$ cat src/rtl/motor_control_regfile.sv
// Avalon-MM register bank for N motor channels: PID/limit/mode configuration,
// latched UART status words, and a tick-driven streamer of changed configurations.
module motor_control_regfile #(
    parameter int NUMBER_OF_MOTORS     = 6,
    parameter int UPDATE_PERIOD_CYCLES = 500000
) (
    input  logic        clock,
    input  logic        reset,
    input  logic [15:0] address,
    input  logic        write,
    input  logic [31:0] writedata,
    input  logic        read,
    output logic [31:0] readdata,
    output logic        waitrequest,
    input  logic        status_valid,
    input  logic [7:0]  status_motor,
    input  logic [31:0] status_position,
    input  logic [31:0] status_velocity,
    input  logic [15:0] status_current,
    input  logic [31:0] status_displacement,
    output logic        cfg_valid,
    input  logic        cfg_ready,
    output logic [7:0]  cfg_motor,
    output logic [2:0]  cfg_word,
    output logic [31:0] cfg_data,
    output logic        cfg_last
);

    localparam int IW = (NUMBER_OF_MOTORS > 1) ? $clog2(NUMBER_OF_MOTORS) : 1;
    localparam int CW = $clog2(UPDATE_PERIOD_CYCLES);
    localparam logic [IW-1:0] LAST_IDX = IW'(NUMBER_OF_MOTORS - 1);
    localparam logic [7:0]    N8       = 8'(NUMBER_OF_MOTORS);
    localparam logic [CW-1:0] CNT_MAX  = CW'(UPDATE_PERIOD_CYCLES - 1);

    typedef enum logic [1:0] {
        S_IDLE,
        S_SCAN,
        S_SEND
    } state_t;

    // Configuration words 0..6 (Kp .. deadband) plus the 3-bit mode word
    logic [31:0] r_cfg  [7][NUMBER_OF_MOTORS];
    logic [2:0]  r_mode [NUMBER_OF_MOTORS];
    logic [31:0] r_pos  [NUMBER_OF_MOTORS];
    logic [31:0] r_vel  [NUMBER_OF_MOTORS];
    logic [15:0] r_cur  [NUMBER_OF_MOTORS];
    logic [31:0] r_disp [NUMBER_OF_MOTORS];

    logic [NUMBER_OF_MOTORS-1:0] r_dirty;
    logic                        r_update_enable;
    logic [31:0]                 r_frames_sent;
    logic [31:0]                 r_readdata;
    logic                        r_rd_phase;
    logic [CW-1:0]               r_cnt;
    logic                        r_tick_pending;
    state_t                      r_state;
    logic [IW-1:0]               r_idx;
    logic [2:0]                  r_word;

    logic [7:0]                  w_sel;
    logic [7:0]                  w_mot;
    logic                        w_mot_ok;
    logic [IW-1:0]               w_mi;
    logic                        w_wr_cfg;
    logic                        w_rd_start;
    logic [31:0]                 w_rd_val;
    logic                        w_tick;
    logic                        w_st_ok;
    logic [IW-1:0]               w_st_mi;
    state_t                      w_state_nxt;
    logic [IW-1:0]               w_idx_nxt;
    logic [2:0]                  w_word_nxt;
    logic                        w_consume;
    logic                        w_clr_cur;
    logic                        w_frame_done;
    logic [NUMBER_OF_MOTORS-1:0] w_set_mask;
    logic [NUMBER_OF_MOTORS-1:0] w_clr_mask;

    assign w_sel      = address[15:8];
    assign w_mot      = address[7:0];
    assign w_mot_ok   = (w_mot < N8);
    assign w_mi       = w_mot[IW-1:0];
    assign w_wr_cfg   = write && w_mot_ok && (w_sel <= 8'h07);
    assign w_rd_start = read && !r_rd_phase;
    assign w_tick     = (r_cnt == CNT_MAX);
    assign w_st_ok    = status_valid && (status_motor < N8);
    assign w_st_mi    = status_motor[IW-1:0];

    assign waitrequest = w_rd_start;
    assign readdata    = r_readdata;

    always_ff @(posedge clock or posedge reset) begin
        if (reset) begin
            for (int m = 0; m < NUMBER_OF_MOTORS; m++) begin
                for (int s = 0; s < 7; s++) begin
                    r_cfg[s][m] <= '0;
                end
                r_mode[m] <= '0;
            end
        end else if (w_wr_cfg) begin
            if (w_sel[2:0] == 3'd7) begin
                r_mode[w_mi] <= writedata[2:0];
            end else begin
                r_cfg[w_sel[2:0]][w_mi] <= writedata;
            end
        end
    end

    always_ff @(posedge clock or posedge reset) begin
        if (reset) begin
            for (int m = 0; m < NUMBER_OF_MOTORS; m++) begin
                r_pos[m]  <= '0;
                r_vel[m]  <= '0;
                r_cur[m]  <= '0;
                r_disp[m] <= '0;
            end
        end else if (w_st_ok) begin
            r_pos[w_st_mi]  <= status_position;
            r_vel[w_st_mi]  <= status_velocity;
            r_cur[w_st_mi]  <= status_current;
            r_disp[w_st_mi] <= status_displacement;
        end
    end

    always_comb begin
        w_rd_val = 32'hDEADBEEF;
        if (w_sel == 8'h10) begin
            w_rd_val = {31'd0, r_update_enable};
        end else if (w_sel == 8'h11) begin
            w_rd_val = r_frames_sent;
        end else if (w_mot_ok) begin
            case (w_sel)
                8'h00, 8'h01, 8'h02, 8'h03,
                8'h04, 8'h05, 8'h06: w_rd_val = r_cfg[w_sel[2:0]][w_mi];
                8'h07:               w_rd_val = {29'd0, r_mode[w_mi]};
                8'h08:               w_rd_val = r_pos[w_mi];
                8'h09:               w_rd_val = r_vel[w_mi];
                8'h0A:               w_rd_val = {{16{r_cur[w_mi][15]}}, r_cur[w_mi]};
                8'h0B:               w_rd_val = r_disp[w_mi];
                default:             w_rd_val = 32'hDEADBEEF;
            endcase
        end
    end

    // One wait state: capture on the first read cycle, release on the second
    always_ff @(posedge clock or posedge reset) begin
        if (reset) begin
            r_readdata <= '0;
            r_rd_phase <= 1'b0;
        end else if (w_rd_start) begin
            r_readdata <= w_rd_val;
            r_rd_phase <= 1'b1;
        end else if (r_rd_phase) begin
            r_rd_phase <= 1'b0;
        end
    end

    always_ff @(posedge clock or posedge reset) begin
        if (reset) begin
            r_update_enable <= 1'b0;
            r_frames_sent   <= '0;
        end else begin
            if (write && (w_sel == 8'h10)) begin
                r_update_enable <= writedata[0];
            end
            if (w_frame_done) begin
                r_frames_sent <= r_frames_sent + 32'd1;
            end
        end
    end

    // A tick arriving while one is still pending (or being consumed) is dropped
    always_ff @(posedge clock or posedge reset) begin
        if (reset) begin
            r_cnt          <= '0;
            r_tick_pending <= 1'b0;
        end else begin
            r_cnt <= w_tick ? '0 : r_cnt + 1'b1;
            if (w_consume) begin
                r_tick_pending <= 1'b0;
            end else if (w_tick && r_update_enable) begin
                r_tick_pending <= 1'b1;
            end
        end
    end

    always_comb begin
        w_set_mask = '0;
        w_clr_mask = '0;
        for (int i = 0; i < NUMBER_OF_MOTORS; i++) begin
            w_set_mask[i] = w_wr_cfg && (w_mi == IW'(i));
            w_clr_mask[i] = w_clr_cur && (r_idx == IW'(i));
        end
    end

    // Set has priority so a write racing the word-0 handshake is not lost
    always_ff @(posedge clock or posedge reset) begin
        if (reset) begin
            r_dirty <= '0;
        end else begin
            r_dirty <= (r_dirty & ~w_clr_mask) | w_set_mask;
        end
    end

    always_ff @(posedge clock or posedge reset) begin
        if (reset) begin
            r_state <= S_IDLE;
            r_idx   <= '0;
            r_word  <= '0;
        end else begin
            r_state <= w_state_nxt;
            r_idx   <= w_idx_nxt;
            r_word  <= w_word_nxt;
        end
    end

    always_comb begin
        w_state_nxt  = r_state;
        w_idx_nxt    = r_idx;
        w_word_nxt   = r_word;
        w_consume    = 1'b0;
        w_clr_cur    = 1'b0;
        w_frame_done = 1'b0;
        cfg_valid    = 1'b0;
        cfg_motor    = '0;
        cfg_word     = '0;
        cfg_data     = '0;
        cfg_last     = 1'b0;
        case (r_state)
            S_IDLE: begin
                if (r_tick_pending) begin
                    w_consume   = 1'b1;
                    w_idx_nxt   = '0;
                    w_state_nxt = S_SCAN;
                end
            end
            S_SCAN: begin
                if (r_dirty[r_idx]) begin
                    w_word_nxt  = '0;
                    w_state_nxt = S_SEND;
                end else if (r_idx == LAST_IDX) begin
                    w_state_nxt = S_IDLE;
                end else begin
                    w_idx_nxt = r_idx + 1'b1;
                end
            end
            S_SEND: begin
                cfg_valid = 1'b1;
                cfg_motor = 8'(r_idx);
                cfg_word  = r_word;
                cfg_last  = (r_word == 3'd7);
                cfg_data  = (r_word == 3'd7) ? {29'd0, r_mode[r_idx]}
                                             : r_cfg[r_word][r_idx];
                if (cfg_ready) begin
                    w_clr_cur = (r_word == 3'd0);
                    if (r_word == 3'd7) begin
                        w_frame_done = 1'b1;
                        if (r_idx == LAST_IDX) begin
                            w_state_nxt = S_IDLE;
                        end else begin
                            w_idx_nxt   = r_idx + 1'b1;
                            w_state_nxt = S_SCAN;
                        end
                    end else begin
                        w_word_nxt = r_word + 3'd1;
                    end
                end
            end
            default: w_state_nxt = S_IDLE;
        endcase
    end

endmodule

$ cat config.mk
export PLATFORM = sky130hd
export DESIGN_NAME = motor_control_regfile
export DESIGN_NICKNAME = d
export VERILOG_FILES = /design/src/rtl/motor_control_regfile.sv
export SDC_FILE = /design/constraint.sdc
export NUM_CORES = 2
export LEC_CHECK = 0
export CAP_MARGIN = 20
export CORE_UTILIZATION = 45
export DETAILED_ROUTE_END_ITERATION = 10
export DONT_BUFFER_PORTS = 1
export GPL_TIMING_DRIVEN = 0
export PLACE_DENSITY = 0.58
export SYNTH_ARGS = -nofsm -noshare
export SYNTH_HDL_FRONTEND = slang
export SYNTH_SLANG_ARGS = --single-unit
export TNS_END_PERCENT = 20
$ cat constraint.sdc
create_clock -name clock -period 110.6 [get_ports clock]
set_clock_uncertainty 0.15 [all_clocks]
set_input_delay 22.12 -clock clock [delete_from_list [all_inputs] [get_ports clock]]
set_output_delay 22.12 -clock clock [all_outputs]
set_load 0.01 [all_outputs]
=== Yosys cells after proc, flatten, opt, wreduce, memory -nomap -nowiden ===
Cells that the tools add are included.

* Register bits: 2134
* Bits in latches: 0
* RAM bits: 0
* ROM bits: 0
* Input bits: 174
* Output and inout bits: 78
* Word-level logic and storage cells: 264
* Memories kept: 0

* Add/subtract/negate cells: 4
* Multiply operators: 0
* Div/mod/pow operators: 0
* Magnitude comparators: 12
* Equality and inequality tests: 35
* Shifts and indexed selects: 0
* Mux-type cells: 86
* Bitwise gates (word level): 9
* Reductions and logical operators: 36

{| class="wikitable"
|+ Operators by type and width
! cell !! number
|-
| 1344-bit bitwise mux || 1
|-
| 192-bit binary-select mux with 3-bit select || 2
|-
| 192-bit 2-to-1 mux || 5
|-
| 192-bit bitwise mux || 3
|-
| 192-bit demux with 3-bit select || 1
|-
| 32-bit 2-to-1 mux || 17
|-
| 32-bit binary-select mux with 3-bit select || 5
|-
| 32-bit demux with 3-bit select || 2
|-
| 32-bit case mux with 6 select lines || 1
|-
| 96-bit bitwise mux || 1
|-
| 16-bit binary-select mux with 3-bit select || 1
|-
| 16-bit demux with 3-bit select || 1
|-
| 16-bit 2-to-1 mux || 3
|-
| 3-bit 2-to-1 mux || 15
|-
| 32-bit by 1-bit adder with 32-bit output, second input constant || 1
|-
| 8-bit by 3-bit == test with 1-bit output, second input constant || 4
|-
| 8-bit by 4-bit == test with 1-bit output, second input constant || 4
|-
| 1-bit logical AND || 21
|-
| 4-bit >= comparator, second input constant || 5
|-
| 3-bit inverter with 4-bit output || 5
|-
| 19-bit by 1-bit adder with 19-bit output, second input constant || 1
|-
| 19-bit == test, second input constant || 1
|-
| 19-bit 2-to-1 mux || 1
|-
| 3-bit binary-select mux with 3-bit select || 2
|-
| 37 further kinds || 79
|}

=== Longest topological paths before layout ===
* Depth after elaboration: 11
* Mapped depth: 12
* Mapped depth without buffers: 9

=== Least setup slack after synthesis ===
No wires, ideal clock.

* Kind: in2out
* Start: in read
* End: out waitrequest
* Data arrival time: 22642 ps
* Data required time: 88330 ps
* Path slack: 65688 ps
* Cell stages on the path: 3
* Cells stage by stage: nand2b_1 inv_1 clkbuf_1

* Longest elaborated chain between the ends: 1

{| class="wikitable"
|+ Ends and longest elaborated chain
! item !! line !! RTL
|-
| from (decl) || 12 || <nowiki>input logic read,</nowiki>
|-
| 1-bit logical AND || 84 || <nowiki>assign w_rd_start = read && !r_rd_phase;</nowiki>
|-
| to (decl) || 14 || <nowiki>output logic waitrequest,</nowiki>
|}

Every way passes these cells.

=== Worst setup path after layout ===
Ends and elaborated chain as after synthesis.

==> qor.yml <==
cts.sinks: 2134
rrSetupSlack_ns: 106.37
relSlewSlack: 0.08365
cts_tree: "built"
drt_first_pass_iters: 9
worst_r2r_endpoint: "r_dirty[4]"
cp_cell_sequence: "nand2b_1, inv_1, clkbuf_1, buf_8"
dp_hpwl_mm: 434.5
cp.required_ns: 88.33
vias_per_cell: 7.170
grt_max_degree: 131
ys.flop_type: "dfrtp_1"
synth_largest_area_cell: "dfrtp_1"
coreArea_mm2: 0.2435
initial_core_util: 0.4528
worstSetupPathDepth: 4
status: "finished, final reports clean"
period_needed_ns: 45.76
critPathArrivalTime_ns: 23.49
ys_warn_count: 0
use_met3: 0.2154
async_flop_share: 1.000
holdWs_ns: 0.3271
setup_tns_ns: 0
cts_buffers: 236
worst_pin_slew_ns: 1.362
yosysMostFrequentCell: "dfrtp_1"
hold_violations: 0
grt_usage: 0.4866
ctsHoldBuffers: 0
synth_top_area_frac: 0.4845
finalPower_mw: 1.885
wirelength_mm: 608.6
port_buffers: 0
clockBufferDepth: 3
clk_pin_slew_ns: 0.06
max_freq_mhz: 21.86
use_met2: 0.6653
ys_top_cells_by_count: "2,134 x dfrtp_1, 2,047 x mux2_2, 577 x mux2i_1"
drv_slew: 0
cts_resized: 0
max_cap_viol_count: 0
vdd_drop_max_v: 0.00001564
rr_startpoint: "r_idx[0]"
post_cts_buffers: 0
areaGrowthSynthToFinish_pct: 13.01
drive_gt1_frac: 0.3973
yosys-top-cells-area: "dfrtp_1 48%, mux2_2 21%, mux4_2 9.6%"
dieArea_mm2: 0.2469
ant_nets: 0
drc_errors: 0
antenna_found_initial: 97
synth_edf_count: 0
busiest_layer: "met2"
yosysUniqueCellTypes: 83
power.leakage_nw: 57.32
fin_crit_sh: 0.4137
power_density_mw_per_mm2: 15.13
path_buf_inv: 3
worstSetupPathType: "in2out"
rows: 181
grt_pass1_vias: 83320
vias: 87110
avgRoutedWirePerCell_um: 50.09
final_nets: 8878
reg2reg_depth: 9
synthCells: 8314
slowest_delay_ns: 0.50
hold_path_class: "reg2reg"
grtUsageMet1: 0.5815
setup_violations: 0
ys_ff_latch: 2134
fin_cells: 12150
crit_fanout: 7
cp-end-kind: "primary output"
startpoint: "read"
first_iter_violations: 13060
start_kind: "primary input"
ys_seq_area_frac: 0.4845
htree_levels: 4
clock-root-buffer: "clkbuf_16"
die_w_um: 496.9
gp_congestion: 1.074
die_h_um: 496.9
cp_top_family: "buffers and inverters"
fillers: 20980
slowest_stage: "clkbuf_1"
synth_area_mm2: 0.1102
rsz0062_at_grt: "false"
grt.overflow.total: 0
crit_end: "waitrequest"
grt_first_pass_wirelength_mm: 795.0
top_level_ports: 252
synth_area_per_cell_um2: 13.26
placedCellCount: 11640
clk_latency_ns: 0.93
-- cell type report --
cell class	count	area, µm²	area share
Sequential cell	2134	53400	0.4287
Multi-Input combinational cell	5393	52940	0.4250
Clock buffer	366	7056	0.05664
Tap cell	3202	4006	0.03216
Buffer	766	3908	0.03137
Timing Repair Buffer	134	2270	0.01822
Clock inverter	62	723.2	0.005806
Antenna cell	67	167.7	0.001346
Inverter	25	101.3	0.0008136
-- cells in the final DEF (no fill, tap or decap), types with 17 or more instances in the layout --
cell type	synthesis	final
a2111oi_0	20	20
nor3b_1	29	29
a21oi_1	183	183
o22ai_1	79	79
mux2_1	114	114
mux2i_1	577	577
nand3_1	90	90
clkinv_2	0	38
buf_8	3	70
nor3_1	23	22
a31oi_1	102	102
clkbuf_2	0	41
dfrtp_1	2134	2134
o21ai_0	433	432
xnor2_1	32	32
clkbuf_1	337	361
buf_4	149	159
mux4_2	468	468
diode_2	0	67
nor2_1	184	176
nand4_1	24	24
nand2_1	463	463
clkbuf_16	0	237
inv_1	18	17
a221o_1	38	38
nor2_2	28	36
a211oi_1	35	35
buf_1	45	31
buf_6	10	18
o211ai_1	53	53
a22oi_1	28	28
buf_16	0	33
buf_2	221	241
mux2_2	2047	2047
clkbuf_8	0	64
a221oi_1	83	83
and2_1	38	38
-- kinds of logic after synthesis --
| group | Yosys count | share of synthesized area |
|---|---|---|
| and+or+nand+nor | 988 | 0.04192 |
| adders and majority gates | 14 | 0.001589 |
| muxes | 3206 | 0.3688 |
| other | 1 | 0.00003402 |
| xor gates and xnor gates | 47 | 0.003735 |
| buffers and inverters | 791 | 0.03565 |
| DFF | 2134 | 0.4845 |
| AOI/OAI and AO/OA | 1133 | 0.06382 |
-- per-stage QoR --
stage	util	instance area, µm²	worst slack, ns
2_1_floorplan	-	110200	28.04
3_3_place_gp	0.4693	114200	3.363
3_5_place_dp	0.4784	116500	64.96
4_1_cts	0.5104	124300	64.95
5_1_grt	0.5111	124400	64.95
6_report	0.5117	124600	64.84
-- metal layers --
metal,share of wire,up-vias
li1,-,31900
met1,0.36,45890
met2,0.41,7088
met3,0.13,2198
met4,0.10,38
met5,0.00055,-
-- flip-flops by register name (all words and copies together), names as in the netlist --
signal           count
r_rd_phase           1
r_update_enable      1
r_word               3
r_tick_pending       1
r_cnt               19
r_pos              192
r_disp             192
r_dirty              6
r_state              2
readdata            32
r_idx                3
r_vel              192
r_mode              18
r_cfg             1344
r_frames_sent       32
r_cur               96
-- worst min path at each step --
stage,depth (start not counted),startpoint,endpoint,slack [ns]
5_1_grt,1,r_cnt[4],r_cnt[4],0.36
4_1_cts,1,r_cnt[4],r_cnt[4],0.33
3_3_place_gp,1,r_cnt[4],r_cnt[4],0.31
3_5_place_dp,1,r_cnt[4],r_cnt[4],0.32
6_report,1,r_cnt[4],r_cnt[4],0.33
2_1_floorplan,2,r_dirty[2],r_dirty[2],0.29
-- worst register-to-register path, stage by stage, from the launching register on --
cell and delay (ns):
dfrtp_1 0.42, buf_2 0.24, inv_2 0.29, clkbuf_2 0.76
clkbuf_1 0.73, clkbuf_2 0.81, ha_1 0.32, nand2_1 0.08
o21ai_0 0.23, nand2_1 0.07
-- report_power, final --
group	total, mW	internal, mW	switching (mW)
clock	0.816	0.461	0.355
combinational	0.268	0.0618	0.206
sequential	0.801	0.792	0.00918
No activity file was read; power rests on OpenSTA's default activity.
